File: config.mk
export PLATFORM = sky130hd
export DESIGN_NAME = mem_arbiter_flat
export DESIGN_NICKNAME = d
export VERILOG_FILES = /design/src/rtl/gpu_pkg.sv /design/src/rtl/mem_arbiter_if.sv /design/src/rtl/rr_pick.sv /design/src/rtl/mem_arbiter.sv /design/src/flat_wrapper.sv
export SDC_FILE = /design/constraint.sdc
export NUM_CORES = 1
export LEC_CHECK = 0
export BUFFER_PORTS_ARGS = -buffer_cell sky130_fd_sc_hd__buf_4
export CORE_MARGIN = 3
export CORE_UTILIZATION = 40
export DETAILED_ROUTE_END_ITERATION = 10
export PLACE_DENSITY = 0.74
export SETUP_SLACK_MARGIN = 0.02
export SLEW_MARGIN = 20
export SYNTH_ARGS = -nofsm -noshare
export SYNTH_HDL_FRONTEND = slang
export SYNTH_HIERARCHICAL = 1
export SYNTH_SLANG_ARGS = --single-unit
File: constraint.sdc
create_clock -name clk -period 1.75 [get_ports clk]
set_input_delay 0.2625 -clock clk [delete_from_list [all_inputs] [get_ports clk]]
set_output_delay 0.2625 -clock clk [all_outputs]
set_load 0.01 [all_outputs]
File: src/rtl/gpu_pkg.sv
// Shared GPU memory-system definitions.
// Provides the arbiter FSM state type, the default word/address widths
// shared by the compute cores, the arbiter and the data RAM, and a helper
// that sizes core-index fields.
package gpu_pkg;

  localparam int DEF_DATA_WIDTH = 8;
  localparam int DEF_ADDR_WIDTH = 4;
  localparam int DEF_NUM_CORES  = 2;

  typedef enum logic [1:0] {
    IDLE,
    ACCESS,
    RESP
  } arb_state_t;

  // Width of a field that holds a core index (at least one bit).
  function automatic int idx_width(input int n);
    return (n > 1) ? $clog2(n) : 1;
  endfunction

endpackage

File: src/rtl/mem_arbiter_if.sv
// Bus bundle between the compute cores, the memory arbiter and the data RAM.
// Per-core buses are flattened with core i at slice i.
//   core_req_valid/we/addr/wdata : load/store request from each core
//   core_req_ready               : arbiter can accept a request from core i
//   core_rsp_valid/rdata         : completion pulse and load data per core
//   mem_en/we/addr/wdata         : single-port RAM access
//   mem_rdata                    : RAM read data, one cycle after mem_en edge
//   busy                         : arbiter has work in progress
// Modports: slave = arbiter view, master = core/RAM environment view.
interface mem_arbiter_if
  import gpu_pkg::*;
#(
  parameter int DATA_WIDTH = DEF_DATA_WIDTH,
  parameter int ADDR_WIDTH = DEF_ADDR_WIDTH,
  parameter int NUM_CORES  = DEF_NUM_CORES
);

  logic [NUM_CORES-1:0]            core_req_valid;
  logic [NUM_CORES-1:0]            core_req_we;
  logic [NUM_CORES*ADDR_WIDTH-1:0] core_req_addr;
  logic [NUM_CORES*DATA_WIDTH-1:0] core_req_wdata;
  logic [NUM_CORES-1:0]            core_req_ready;
  logic [NUM_CORES-1:0]            core_rsp_valid;
  logic [NUM_CORES*DATA_WIDTH-1:0] core_rsp_rdata;
  logic                            mem_en;
  logic                            mem_we;
  logic [ADDR_WIDTH-1:0]           mem_addr;
  logic [DATA_WIDTH-1:0]           mem_wdata;
  logic [DATA_WIDTH-1:0]           mem_rdata;
  logic                            busy;

  modport slave (
    input  core_req_valid, core_req_we, core_req_addr, core_req_wdata, mem_rdata,
    output core_req_ready, core_rsp_valid, core_rsp_rdata,
    output mem_en, mem_we, mem_addr, mem_wdata, busy
  );

  modport master (
    output core_req_valid, core_req_we, core_req_addr, core_req_wdata, mem_rdata,
    input  core_req_ready, core_rsp_valid, core_rsp_rdata,
    input  mem_en, mem_we, mem_addr, mem_wdata, busy
  );

endinterface

File: src/rtl/rr_pick.sv
// Combinational round-robin selector.
//   pending     : one bit per core with a request waiting
//   rr_ptr      : index that has highest priority this round
//   grant       : first pending index at or after rr_ptr (modulo NUM_CORES)
//   any_pending : at least one pending bit is set
module rr_pick
  import gpu_pkg::*;
#(
  parameter int NUM_CORES = DEF_NUM_CORES,
  parameter int IDX_W     = idx_width(NUM_CORES)
) (
  input  logic [NUM_CORES-1:0] pending,
  input  logic [IDX_W-1:0]     rr_ptr,
  output logic [IDX_W-1:0]     grant,
  output logic                 any_pending
);

  // Walk from the farthest candidate back to rr_ptr so that the last hit
  // written is the nearest one, i.e. the highest-priority pending core.
  always_comb begin
    int j;
    logic [IDX_W-1:0] idx;
    grant       = '0;
    any_pending = 1'b0;
    j           = 0;
    idx         = '0;
    for (int k = NUM_CORES - 1; k >= 0; k--) begin
      j = int'(rr_ptr) + k;
      if (j >= NUM_CORES) j = j - NUM_CORES;
      idx = IDX_W'(j);
      if (pending[idx]) begin
        grant       = idx;
        any_pending = 1'b1;
      end
    end
  end

endmodule

File: src/rtl/mem_arbiter.sv
// Shared data-memory arbiter between the GPU compute cores and a
// single-port synchronous data RAM. Each core has one request slot; the
// slots are served one at a time in round-robin order through a
// three-state FSM (IDLE -> ACCESS -> RESP).
//   clk   : rising-edge clock
//   reset : asynchronous active-low reset
//   bus   : mem_arbiter_if slave view (core requests/responses, RAM port, busy)
module mem_arbiter
  import gpu_pkg::*;
#(
  parameter int DATA_WIDTH = DEF_DATA_WIDTH,
  parameter int ADDR_WIDTH = DEF_ADDR_WIDTH,
  parameter int NUM_CORES  = DEF_NUM_CORES
) (
  input  logic         clk,
  input  logic         reset,
  mem_arbiter_if.slave bus
);

  localparam int               IDX_W    = idx_width(NUM_CORES);
  localparam logic [IDX_W-1:0] LAST_IDX = IDX_W'(NUM_CORES - 1);

  arb_state_t            state_reg;
  logic [IDX_W-1:0]      rr_ptr_reg;
  logic [IDX_W-1:0]      grant_reg;
  logic [NUM_CORES-1:0]  pending_reg;
  logic [NUM_CORES-1:0]  slot_we_reg;
  logic [ADDR_WIDTH-1:0] slot_addr_reg [NUM_CORES];
  logic [DATA_WIDTH-1:0] slot_wdata_reg [NUM_CORES];
  logic                  mem_en_reg;
  logic                  mem_we_reg;
  logic [ADDR_WIDTH-1:0] mem_addr_reg;
  logic [DATA_WIDTH-1:0] mem_wdata_reg;
  logic [NUM_CORES-1:0]  rsp_valid_reg;
  logic [DATA_WIDTH-1:0] rsp_rdata_reg [NUM_CORES];

  logic [NUM_CORES-1:0]  accept;
  logic [ADDR_WIDTH-1:0] req_addr [NUM_CORES];
  logic [DATA_WIDTH-1:0] req_wdata [NUM_CORES];
  logic [IDX_W-1:0]      pick_grant;
  logic                  pick_any;

  generate
    for (genvar gi = 0; gi < NUM_CORES; gi++) begin : g_core
      assign req_addr[gi]  = bus.core_req_addr[gi*ADDR_WIDTH +: ADDR_WIDTH];
      assign req_wdata[gi] = bus.core_req_wdata[gi*DATA_WIDTH +: DATA_WIDTH];
      assign accept[gi]    = bus.core_req_valid[gi] & ~pending_reg[gi];
      // Gated by reset so every output reads 0 while reset is held.
      assign bus.core_req_ready[gi] = reset & ~pending_reg[gi];
      assign bus.core_rsp_rdata[gi*DATA_WIDTH +: DATA_WIDTH] = rsp_rdata_reg[gi];
    end
  endgenerate

  rr_pick #(
    .NUM_CORES (NUM_CORES),
    .IDX_W     (IDX_W)
  ) u_rr_pick (
    .pending     (pending_reg),
    .rr_ptr      (rr_ptr_reg),
    .grant       (pick_grant),
    .any_pending (pick_any)
  );

  // Request slots and per-core response registers. A slot can only be
  // filled while empty, so a fill and the RESP clear never coincide.
  always_ff @(posedge clk or negedge reset) begin
    if (!reset) begin
      pending_reg   <= '0;
      slot_we_reg   <= '0;
      rsp_valid_reg <= '0;
      for (int i = 0; i < NUM_CORES; i++) begin
        slot_addr_reg[i]  <= '0;
        slot_wdata_reg[i] <= '0;
        rsp_rdata_reg[i]  <= '0;
      end
    end else begin
      rsp_valid_reg <= '0;
      for (int i = 0; i < NUM_CORES; i++) begin
        if (accept[i]) begin
          pending_reg[i]    <= 1'b1;
          slot_we_reg[i]    <= bus.core_req_we[i];
          slot_addr_reg[i]  <= req_addr[i];
          slot_wdata_reg[i] <= req_wdata[i];
        end
        if (state_reg == RESP && grant_reg == IDX_W'(i)) begin
          pending_reg[i]   <= 1'b0;
          rsp_valid_reg[i] <= 1'b1;
          // Stores leave the last load data visible to the core.
          if (!slot_we_reg[i]) rsp_rdata_reg[i] <= bus.mem_rdata;
        end
      end
    end
  end

  // Arbitration FSM with registered RAM-port outputs. mem_addr/mem_wdata
  // are only loaded on a grant so they hold between accesses.
  always_ff @(posedge clk or negedge reset) begin
    if (!reset) begin
      state_reg     <= IDLE;
      rr_ptr_reg    <= '0;
      grant_reg     <= '0;
      mem_en_reg    <= 1'b0;
      mem_we_reg    <= 1'b0;
      mem_addr_reg  <= '0;
      mem_wdata_reg <= '0;
    end else begin
      case (state_reg)
        IDLE: begin
          if (pick_any) begin
            grant_reg     <= pick_grant;
            mem_en_reg    <= 1'b1;
            mem_we_reg    <= slot_we_reg[pick_grant];
            mem_addr_reg  <= slot_addr_reg[pick_grant];
            mem_wdata_reg <= slot_wdata_reg[pick_grant];
            state_reg     <= ACCESS;
          end else begin
            mem_en_reg <= 1'b0;
            mem_we_reg <= 1'b0;
          end
        end
        ACCESS: begin
          mem_en_reg <= 1'b0;
          mem_we_reg <= 1'b0;
          state_reg  <= RESP;
        end
        RESP: begin
          rr_ptr_reg <= (grant_reg == LAST_IDX) ? '0 : grant_reg + IDX_W'(1);
          state_reg  <= IDLE;
        end
        default: state_reg <= IDLE;
      endcase
    end
  end

  assign bus.mem_en         = mem_en_reg;
  assign bus.mem_we         = mem_we_reg;
  assign bus.mem_addr       = mem_addr_reg;
  assign bus.mem_wdata      = mem_wdata_reg;
  assign bus.core_rsp_valid = rsp_valid_reg;
  assign bus.busy           = (state_reg != IDLE) | (|pending_reg);

endmodule

File: src/flat_wrapper.sv
// flat-port wrapper written by rule: the top's interface ports become plain ports
module mem_arbiter_flat import gpu_pkg::*;
#(
  parameter int DATA_WIDTH = DEF_DATA_WIDTH,
  parameter int ADDR_WIDTH = DEF_ADDR_WIDTH,
  parameter int NUM_CORES  = DEF_NUM_CORES
)
  (clk, reset, bus_core_req_valid, bus_core_req_we, bus_core_req_addr, bus_core_req_wdata, bus_mem_rdata, bus_core_req_ready, bus_core_rsp_valid, bus_core_rsp_rdata, bus_mem_en, bus_mem_we, bus_mem_addr, bus_mem_wdata, bus_busy);
  mem_arbiter_if #(.DATA_WIDTH(DATA_WIDTH), .ADDR_WIDTH(ADDR_WIDTH), .NUM_CORES(NUM_CORES)) bus_i ();
  input  logic clk;
  input  logic reset;
  input wire logic [$bits(bus_i.core_req_valid)-1:0] bus_core_req_valid;
  input wire logic [$bits(bus_i.core_req_we)-1:0] bus_core_req_we;
  input wire logic [$bits(bus_i.core_req_addr)-1:0] bus_core_req_addr;
  input wire logic [$bits(bus_i.core_req_wdata)-1:0] bus_core_req_wdata;
  input wire logic [$bits(bus_i.mem_rdata)-1:0] bus_mem_rdata;
  output wire logic [$bits(bus_i.core_req_ready)-1:0] bus_core_req_ready;
  output wire logic [$bits(bus_i.core_rsp_valid)-1:0] bus_core_rsp_valid;
  output wire logic [$bits(bus_i.core_rsp_rdata)-1:0] bus_core_rsp_rdata;
  output wire logic [$bits(bus_i.mem_en)-1:0] bus_mem_en;
  output wire logic [$bits(bus_i.mem_we)-1:0] bus_mem_we;
  output wire logic [$bits(bus_i.mem_addr)-1:0] bus_mem_addr;
  output wire logic [$bits(bus_i.mem_wdata)-1:0] bus_mem_wdata;
  output wire logic [$bits(bus_i.busy)-1:0] bus_busy;
  assign bus_i.core_req_valid = bus_core_req_valid;
  assign bus_i.core_req_we = bus_core_req_we;
  assign bus_i.core_req_addr = bus_core_req_addr;
  assign bus_i.core_req_wdata = bus_core_req_wdata;
  assign bus_i.mem_rdata = bus_mem_rdata;
  assign bus_core_req_ready = bus_i.core_req_ready;
  assign bus_core_rsp_valid = bus_i.core_rsp_valid;
  assign bus_core_rsp_rdata = bus_i.core_rsp_rdata;
  assign bus_mem_en = bus_i.mem_en;
  assign bus_mem_we = bus_i.mem_we;
  assign bus_mem_addr = bus_i.mem_addr;
  assign bus_mem_wdata = bus_i.mem_wdata;
  assign bus_busy = bus_i.busy;
  mem_arbiter #(.DATA_WIDTH(DATA_WIDTH), .ADDR_WIDTH(ADDR_WIDTH), .NUM_CORES(NUM_CORES)) u_core (.clk(clk), .reset(reset), .bus(bus_i));
endmodule
### Word level (Yosys, flattened, before mapping)

Cells that the tools add are included.

| cells by class | value |
|---|---|
| $lt $le $gt $ge | 6 |
| bitwise gates (word level) | 11 |
| add/sub/neg operators | 4 |
| mux-type cells | 31 |
| reductions and logical operators | 11 |
| equality and inequality tests | 3 |

Operators by type and width:

| cell | count |
|---|---|
| $mux 8 | 3 |
| $mux 1 | 21 |
| $mux 4 | 3 |
| $reduce_bool 2->1 | 4 |
| $lt 1x2->1 const B | 3 |
| $reduce_and 2->1 | 3 |
| $not 1->1 | 5 |
| $and 1x1->1 | 4 |
| $ge 2x2->1 const B | 2 |
| $pmux 1 s2 | 2 |
| $pmux 2 s2 | 1 |
| $add 1x1->2 const B | 1 |
| $eq 2x1->1 const B | 1 |
| $eq 2x2->1 const B | 1 |
| $ge 1x2->1 const B | 1 |
| $logic_and 1x1->1 | 2 |
| $logic_not 2->1 | 1 |
| $mux 2 | 1 |
| $ne 2x1->1 const B | 1 |
| $not 1->2 | 1 |
| $reduce_or 2->1 | 1 |
| $sub 1x1->1 const B | 2 |
| $add 1x1->1 const B | 1 |
| $or 1x1->1 | 1 |

| storage, ports and cells | value |
|---|---|
| logic and storage cells | 84 |
| register bits after elaboration | 64 |
| output and inout bits | 35 |
| input bits | 38 |

### Depth between registers and ports, before layout

Gate-level depths: netlist of run 1.

| depth | value |
|---|---|
| depth after elaboration | 11 |
| gate-level depth with buffers | 5 |
| mapped depth without buffers | 4 |

### Cells and area by module

Netlist of run 1, hierarchy kept.

Modules (own cells, without submodules):

| module | instances | sequential area each (um2) | area each (um2) | cells an instance |
|---|---|---|---|---|
| mem_arbiter | 1 | 1601.5 | 2572.5 | 158 |
| rr_pick | 1 | 0.0 | 17.5 | 3 |

### Least setup slack after synthesis of run 1

OpenSTA, ideal clock, no wires.

| path | value |
|---|---|
| path type | reg-to-reg |
| from | register u_core.pending_reg[1] |
| to | register u_core.mem_addr_reg[2] (netlist: u_core/bus.mem_addr[2]) |
| arrival time | 1565 ps |
| buffers on the path | 1 |
| path slack | 60 ps |
| setup time | 125 ps |
| stages on the path, launching flop included | 5 |
| period minus slack after synthesis | 1690 ps |
| required time | 1625 ps |
| cell sequence | dfrtp_1 > a21boi_1 > buf_2 > mux2_2 > mux2_2 |

| on the way | value |
|---|---|
| cells in the longest elaborated chain, start to end | 8 |
| elaborated cells on any way between the ends | 13 |
| those cells by class | mux (11); bitwise (1); reduce/logical (1) |

Ends and longest elaborated chain:

| item | RTL line | RTL |
|---|---|---|
| from (decl) | mem_arbiter.sv:26 | `logic [NUM_CORES-1:0] pending_reg;` |
| from (signal assigned) | mem_arbiter.sv:68 | `pending_reg <= '0;` |
| from (signal, indexed assignment) | mem_arbiter.sv:80 | `pending_reg[i] <= 1'b1;` |
| from (signal, indexed assignment) | mem_arbiter.sv:86 | `pending_reg[i] <= 1'b0;` |
| $mux 1 (not written as such) (2 in series) | rr_pick.sv:31 | `if (pending[idx]) begin` |
| $mux 1 | rr_pick.sv:31 |  |
| $mux 1 * | rr_pick.sv:31 |  |
| via u_core.pick_grant | mem_arbiter.sv:40 | `logic [IDX_W-1:0] pick_grant;` |
| $not 1->2 (not written as such) * | mem_arbiter.sv:113 | `mem_addr_reg <= slot_addr_reg[pick_grant];` |
| $mux 4 (not written as such) * (3 in series) | mem_arbiter.sv:113 |  |
| to (signal assigned) | mem_arbiter.sv:113 |  |
| to (decl) | mem_arbiter.sv:32 | `logic [ADDR_WIDTH-1:0] mem_addr_reg;` |

The timed path passes the listed nets; every way through them passes the cells marked *. The select of a mux whose other input is x is not followed.
A chain may end at the register's enable or synchronous reset.

### Worst setup path in the final report of run 1

| path | value |
|---|---|
| from | register u_core.state_reg[0] |
| to | output port bus_busy |

| on the way | value |
|---|---|
| cells in the longest elaborated chain, start to end | 2 |

Ends and longest elaborated chain:

| item | RTL line | RTL |
|---|---|---|
| from (decl) | mem_arbiter.sv:23 | `arb_state_t state_reg;` |
| from (signal assigned) | mem_arbiter.sv:99 | `state_reg <= IDLE;` |
| from (signal assigned) | mem_arbiter.sv:115 | `state_reg <= ACCESS;` |
| from (signal assigned) | mem_arbiter.sv:124 | `state_reg <= RESP;` |
| $reduce_bool 2->1 | mem_arbiter.sv:140 | `assign bus.busy = (state_reg != IDLE) \| (\|pending_reg);` |
| $or 1x1->1 | mem_arbiter.sv:140 |  |
| to (decl) | flat_wrapper.sv:24 | `output wire logic [$bits(bus_i.busy)-1:0] bus_busy;` |

No other way between the ends.

==> results of run 1 <==
==> metal layers <==
layer | track usage [%] | wire length, microns | part of all wire [%] | vias to the layer above
met3 | 4.18 | 216 | 4.2 | 9
met4 | 7.22 | 89 | 1.7 | 0
met1 | 19.2 | 2250 | 43 | 805
met2 | 24.8 | 2650 | 51 | 33
met5 | 0 | 0 | 0 | -
li1 | - | - | - | 741
==> worst max-delay path, cell delays in order, from the launching register on <==
cell and delay, ns:
dfrtp_2 0.41, or4_4 0.52, buf_4 0.16
==> where the power goes <==
| part | switching (uW) | internal [uW] |
|---|---|---|
| combinational | 1080 | 1800 |
| sequential | 418 | 2240 |
| clock | 514 | 812 |
| total | 2010 | 4860 |
==> cells in the mapped netlist <==
library cell	instances	share of area (%)
nor4b_4	1	0.92
nor3b_1	1	0.29
or2_1	1	0.24
nor2_1	4	0.58
dfrtp_1	64	62
buf_4	1	0.29
or4_1	1	0.29
and4bb_2	1	0.48
buf_2	4	0.77
nor3b_4	1	0.72
a21o_1	2	0.58
buf_6	2	0.87
a21boi_1	1	0.29
nor2b_1	5	1.2
nand2b_1	1	0.24
and3b_1	1	0.34
mux2_2	68	30
a22o_1	1	0.34
inv_1	1	0.14
==> cells by family (layout without fill, tap and decap cells) <==
group	count (synthesis)	in the layout	synth area share, %
AO/OA/AOI/OAI	4	4	1.21
buffers and inverters	8	99	2.08
flip-flops	64	64	61.8
multiplexers	68	68	29.6
AND/OR/NAND/NOR	17	17	5.31
==> cells in the final DEF, fill, tap and decap left out <==
master	n
buf_4	79
mux2_2	68
dfrtp_1	61
clkbuf_8	13
nor2b_1	5
nor2_1	4
dfrtp_2	3
a21o_1	2
buf_12	2
clkinv_2	1
clkbuf_1	1
bufinv_16	1
dlygate4sd3_1	1
or4_4	1
nor3b_1	1
and3b_1	1
nor3b_4	1
nor4b_4	1
and4bb_2	1
nand2b_1	1
a22o_1	1
or2_1	1
inv_1	1
a21boi_1	1
==> cell type report <==
type	instances	area [sq um]	share of cell area, %
flip-flops and latches	64	1610	45.8
multi-input cells	89	938	26.8
repair buffers	82	643	18.4
clock buffers	14	183	5.22
clock inverters	2	35.0	1.00
inverters	1	3.75	0.107
well taps	75	93.8	2.68
==> how the worst max path moves through the flow <==
stage                                   endpoint  slack [ns]  depth (start not counted)
after floorplan           u_core/bus.mem_addr[2]        0.06                          4
after global placement    u_core/bus.mem_addr[3]        0.21                          4
after detailed placement  u_core/bus.mem_addr[1]        0.17                          4
after CTS                               bus_busy        0.06                          2
after global routing                    bus_busy        0.03                          2
final                                   bus_busy        0.08                          2
==> stage by stage <==
step / setup slack [ns] / cells
2_1_floorplan: 0.0601 / 161
3_3_place_gp: 0.210 / 308
3_5_place_dp: 0.169 / 308
4_1_cts: 0.0578 / 327
5_1_grt: 0.0317 / 327
6_report: 0.0802 / 327
==> timing repair <==
action | 4_1_cts | 5_1_grt
setup endpoints to repair | 1 | 1
hold buffers | 1 | 0
gates resized for setup | 2 | 2
hold endpoints to repair | 4 | 0
buffers inserted | 2 | 0
==> run_results.csv, run 1 <==
group,metric,value,unit
status,status,"finished, final reports clean",
clock_network,root_buffer,"clkbuf_8",
min_path,hp-start,"bus_core_req_valid[0]",
detailed_routing,postRouteAntennaNets,0,
clock_network,clk_path_buf_depth,2,
die,dieArea,7480,sq um
finish,fin_nets,285,
clock_network,htree_levels,3,
worst_setup_path,worstSetupEndpointType,"primary output",
yosys,synth_seq_area_share,61.8,%
timing,rsz0062_at_grt,"false",
finish,fillers,513,
die,core,6100,sq um
worst_setup_path,start_kind,"flop",
finish,stdcell_area,3500,sq um
worst_setup_path,rr_worst_depth,4,
die,io_pins,73,
worst_setup_path,r2r_end,"u_core/bus.mem_addr[1]",
clock_network,cts-buffers-inserted,9,
worst_setup_path,arrival,1.41,ns
detailed_routing,drc,0,
power_and_ir_drop,ir_drop,0.930,mV
timing,hold_viol_final,0,
min_path,min_to,"u_core/pending_reg[0]",
worst_setup_path,crit_start,"u_core/state_reg[0]",
timing,setup_viol,0,
clock_network,numClockSinks,64,
grt,grt_pass1_wl,8.64,mm
clock_network,cts_tree,"yes",
finish,area_growth,35.2,%
timing,relSlewSlack,72.6,%
die,die_h,86.5,microns
yosys,syn_area_per_cell,16.1,sq um
min_path,hold_depth,3,
worst_setup_path,r2r_start,"u_core/pending_reg[0]",
worst_setup_path,rrSetupSlack,0.17,ns
timing,max_freq,0.599,GHz
finish,post-route-util,57.5,%
die,initial_core_util,42.5,%
flow_run,drv_cap,0,
grt,grt-ovfl-total,0,
worst_setup_path,cp_max_fo,2,
yosys,ys_types,19,
detailed_routing,avgRoutedWirePerCell,15.9,microns
clock_network,clk_pin_slew,0.06,ns
timing,fin_skew,0.00614,ns
timing,holdWs,0.164,ns
detailed_routing,first_iter_violations,43,
grt,grtUsageTotal,15.4,%
yosys,netlist_instances,161,
placement,gp_congestion,0.760,
grt,grt_pass1_vias,1763,
placement,port_buffers,72,
placement,place_area,3250,sq um
yosys,synth-seq-cells,64,
power_and_ir_drop,p_leak,0.00162,uW
placement,dp_hpwl,3.69,mm
grt,antenna_found_initial,0,
yosys,yosys_warnings,6,
timing,period_share,95.4,%
timing,slew_viol_final,0,
die,die_w,86.5,microns
detailed_routing,postRouteWirelength,5.20,mm
timing,setup_tns,0,ns
clock_network,clk_latency,0.32,ns
detailed_routing,first_pass_iters,3,
power_and_ir_drop,finalPower,6870,uW
timing,tightestPinTransition,0.410,ns
die,num_rows,28,
detailed_routing,vias,1588,
min_path,hold_class,"input port to flop",
grt,grt_max_degree,34,
timing,period_needed,1.67,ns
detailed_routing,viasPerCell,4.86,
power_and_ir_drop,cellPowerDensity,1960,nW/um^2
finish,drive_above_1_share,67.9,%
worst_setup_path,required,1.49,ns
yosys,synth_nets,199,
yosys,netlist_area,2590,sq um
finish,antennaDiodeCount,0,
worst_setup_path,crit_type,"flop to primary output",
No activity file was read; power rests on OpenSTA's default activity.
==> run 2, diff against run 1 <==
--- a/config.mk
+++ b/config.mk
@@ -6,10 +6,12 @@
 export NUM_CORES = 1
 export LEC_CHECK = 0
 export BUFFER_PORTS_ARGS = -buffer_cell sky130_fd_sc_hd__buf_4
+export CELL_PAD_IN_SITES_DETAIL_PLACEMENT = 0
+export CELL_PAD_IN_SITES_GLOBAL_PLACEMENT = 1
 export CORE_MARGIN = 3
 export CORE_UTILIZATION = 40
 export DETAILED_ROUTE_END_ITERATION = 10
-export PLACE_DENSITY = 0.74
+export PLACE_DENSITY = 0.84
 export SETUP_SLACK_MARGIN = 0.02
 export SLEW_MARGIN = 20
 export SYNTH_ARGS = -nofsm -noshare
==> constraint.sdc (replaced) <==
create_clock -name clk -period 2.1 [get_ports clk]
set_input_delay 0.315 -clock clk [delete_from_list [all_inputs] [get_ports clk]]
set_output_delay 0.315 -clock clk [all_outputs]
set_load 0.01 [all_outputs]
==> run_results.csv, run 2 (synthesis results as in run 1) <==
group,metric,value,unit
power_and_ir_drop,p_switching,1660,uW
power_and_ir_drop,p_sw_share,30.0,%
detailed_routing,first_iter_violations,23,
min_path,hold_class,"input port to flop",
timing,hold_viol_final,0,
timing,max_freq,0.531,GHz
finish,drive_above_1_share,65.7,%
timing,setup_viol,0,
finish,layout_commonest_cell,"buf_4",
clock_network,clk_path_buf_depth,2,
power_and_ir_drop,ir_drop,0.852,mV
clock_network,htree_levels,3,
clock_network,cts.repair.resized,0,
power_and_ir_drop,power_frac_clock,18.2,%
flow_run,drv_cap,0,
grt,antenna_found_initial,0,
die,io_pins,73,
grt,grt_pass1_vias,1672,
clock_network,hold_buffers,1,
placement,dp_hpwl,3.74,mm
power_and_ir_drop,comb_power_share,40.8,%
detailed_routing,vias,1565,
die,initial_core_util,42.5,%
placement,gp_congestion,0.773,
timing,period_needed,1.88,ns
power_and_ir_drop,finalPower,5520,uW
detailed_routing,met3WireLength,347,microns
detailed_routing,avgRoutedWirePerCell,16.1,microns
power_and_ir_drop,p_leak,0.00158,uW
die,die_h,86.5,microns
finish,fin_nets,282,
worst_setup_path,rrSetupSlack,0.42,ns
timing,rsz0062_at_grt,"false",
timing,relSlewSlack,58.8,%
detailed_routing,first_pass_iters,2,
worst_setup_path,start_kind,"flop",
clock_network,numClockSinks,64,
grt,grt-ovfl-total,0,
clock_network,cts-buffers-inserted,9,
timing,setup_tns,0,ns
finish,area_growth,32.1,%
worst_setup_path,crit_type,"flop to primary output",
clock_network,root_buffer,"clkbuf_8",
detailed_routing,viasPerCell,4.85,
die,core,6100,sq um
worst_setup_path,required,1.78,ns
detailed_routing,drc,0,
power_and_ir_drop,internal_power,3860,uW
worst_setup_path,arrival,1.57,ns
clock_network,clk_latency,0.33,ns
timing,tightestPinTransition,0.618,ns
clock_network,clk_pin_slew,0.07,ns
grt,grtUsageTotal,15.1,%
detailed_routing,routed.top_layer,"met4",
die,num_rows,28,
power_and_ir_drop,cellPowerDensity,1610,nW/um^2
die,die_w,86.5,microns
worst_setup_path,cp_max_fo,8,
placement,port_buffers,72,
die,dieArea,7480,sq um
detailed_routing,postRouteAntennaNets,0,
worst_setup_path,worstSetupEndpointType,"primary output",
timing,setup_slack,0.218,ns
detailed_routing,postRouteWirelength,5.20,mm
clock_network,post_cts_buffers,0,
status,status,"finished, final reports clean",
worst_setup_path,cp_slowest_cell,"or4_1",
timing,slew_viol_final,0,
finish,antennaDiodeCount,0,
detailed_routing,routedLengthMet1,2.28,mm
finish,layout_common_cells,"buf_4, mux2_2, dfrtp_1",
worst_setup_path,path_cells,"or4_1 > buf_4",
clock_network,cts_tree,"yes",
timing,period_share,89.6,%
grt,grt_pass1_wl,8.49,mm
grt,grt_max_degree,51,
timing,fin_skew,0.00631,ns
power_and_ir_drop,seqPwrFrac,41.0,%
placement,dp_slack,0.410,ns
worst_setup_path,cpPeakStageDelay,0.59,ns
detailed_routing,met2_length,2.51,mm
## run 2: cell types whose count changed in the layout (fill, tap and decap cells not counted), sizes merged
| cell | delta |
|---|---|
| clkbuf | -2 |
| buf | -3 |
| clkinvlp | +1 |
## run 2: routing by layer
metal | global-route usage [%] | vias to the layer above
met5 | 0 | -
li1 | - | 743
met4 | 6.37 | 0
met3 | 5.42 | 5
met2 | 22.7 | 45
met1 | 19.8 | 772
## run 2: final timing paths
kind                                             from                             to  depth (start not counted)
worst max-delay path              u_core/state_reg[0]                       bus_busy                          2
worst min-delay path            bus_core_req_wdata[9]       u_core/slot_wdata_reg[1]                          2
worst max register to register  u_core/pending_reg[0]               u_core/grant_reg                          4
worst min register to register      u_core/rr_ptr_reg              u_core/rr_ptr_reg                          1
max in group asynchronous                       reset  u_core/bus.core_rsp_rdata[11]                          3
min in group asynchronous                       reset            u_core/state_reg[1]                          2
## run 2: final cells by class
class                           instances  area, sq um
Clock buffer                           12          145
Clock inverter                          3         42.5
Fill cell                             516         2680
Inverter                                1         3.75
Multi-Input combinational cell         89          938
Sequential cell                        64         1600
Tap cell                               75         93.8
Timing Repair Buffer                   79          596
## run 2: worst max-delay path, delay by kind of cell, from the launching register on
family | cells | cell delay [ns]
flip-flops | 1 | 0.48
AND/OR/NAND/NOR | 1 | 0.59
buffers and inverters | 1 | 0.17
## run 2: power groups by stage
stage          clock network, uW  logic, uW  registers, uW
2_1_floorplan                  0       1390           2290
3_3_place_gp                   0       2250           2260
3_5_place_dp                   0       2280           2290
4_1_cts                     1040       2300           2270
5_1_grt                     1090       2440           2350
6_report                    1010       2250           2260
## run 2: stage by stage
step | utilization [%] | hold slack [ns] | cell area (sq um) | instances
floorplan | - | 0.0194 | 2590 | 161
global route | 56.1 | 0.198 | 3420 | 323
global placement | 52.9 | 0.191 | 3220 | 307
finish | 56.1 | 0.216 | 3420 | 323
CTS | 56.1 | 0.198 | 3420 | 323
detailed placement | 52.9 | 0.192 | 3220 | 307
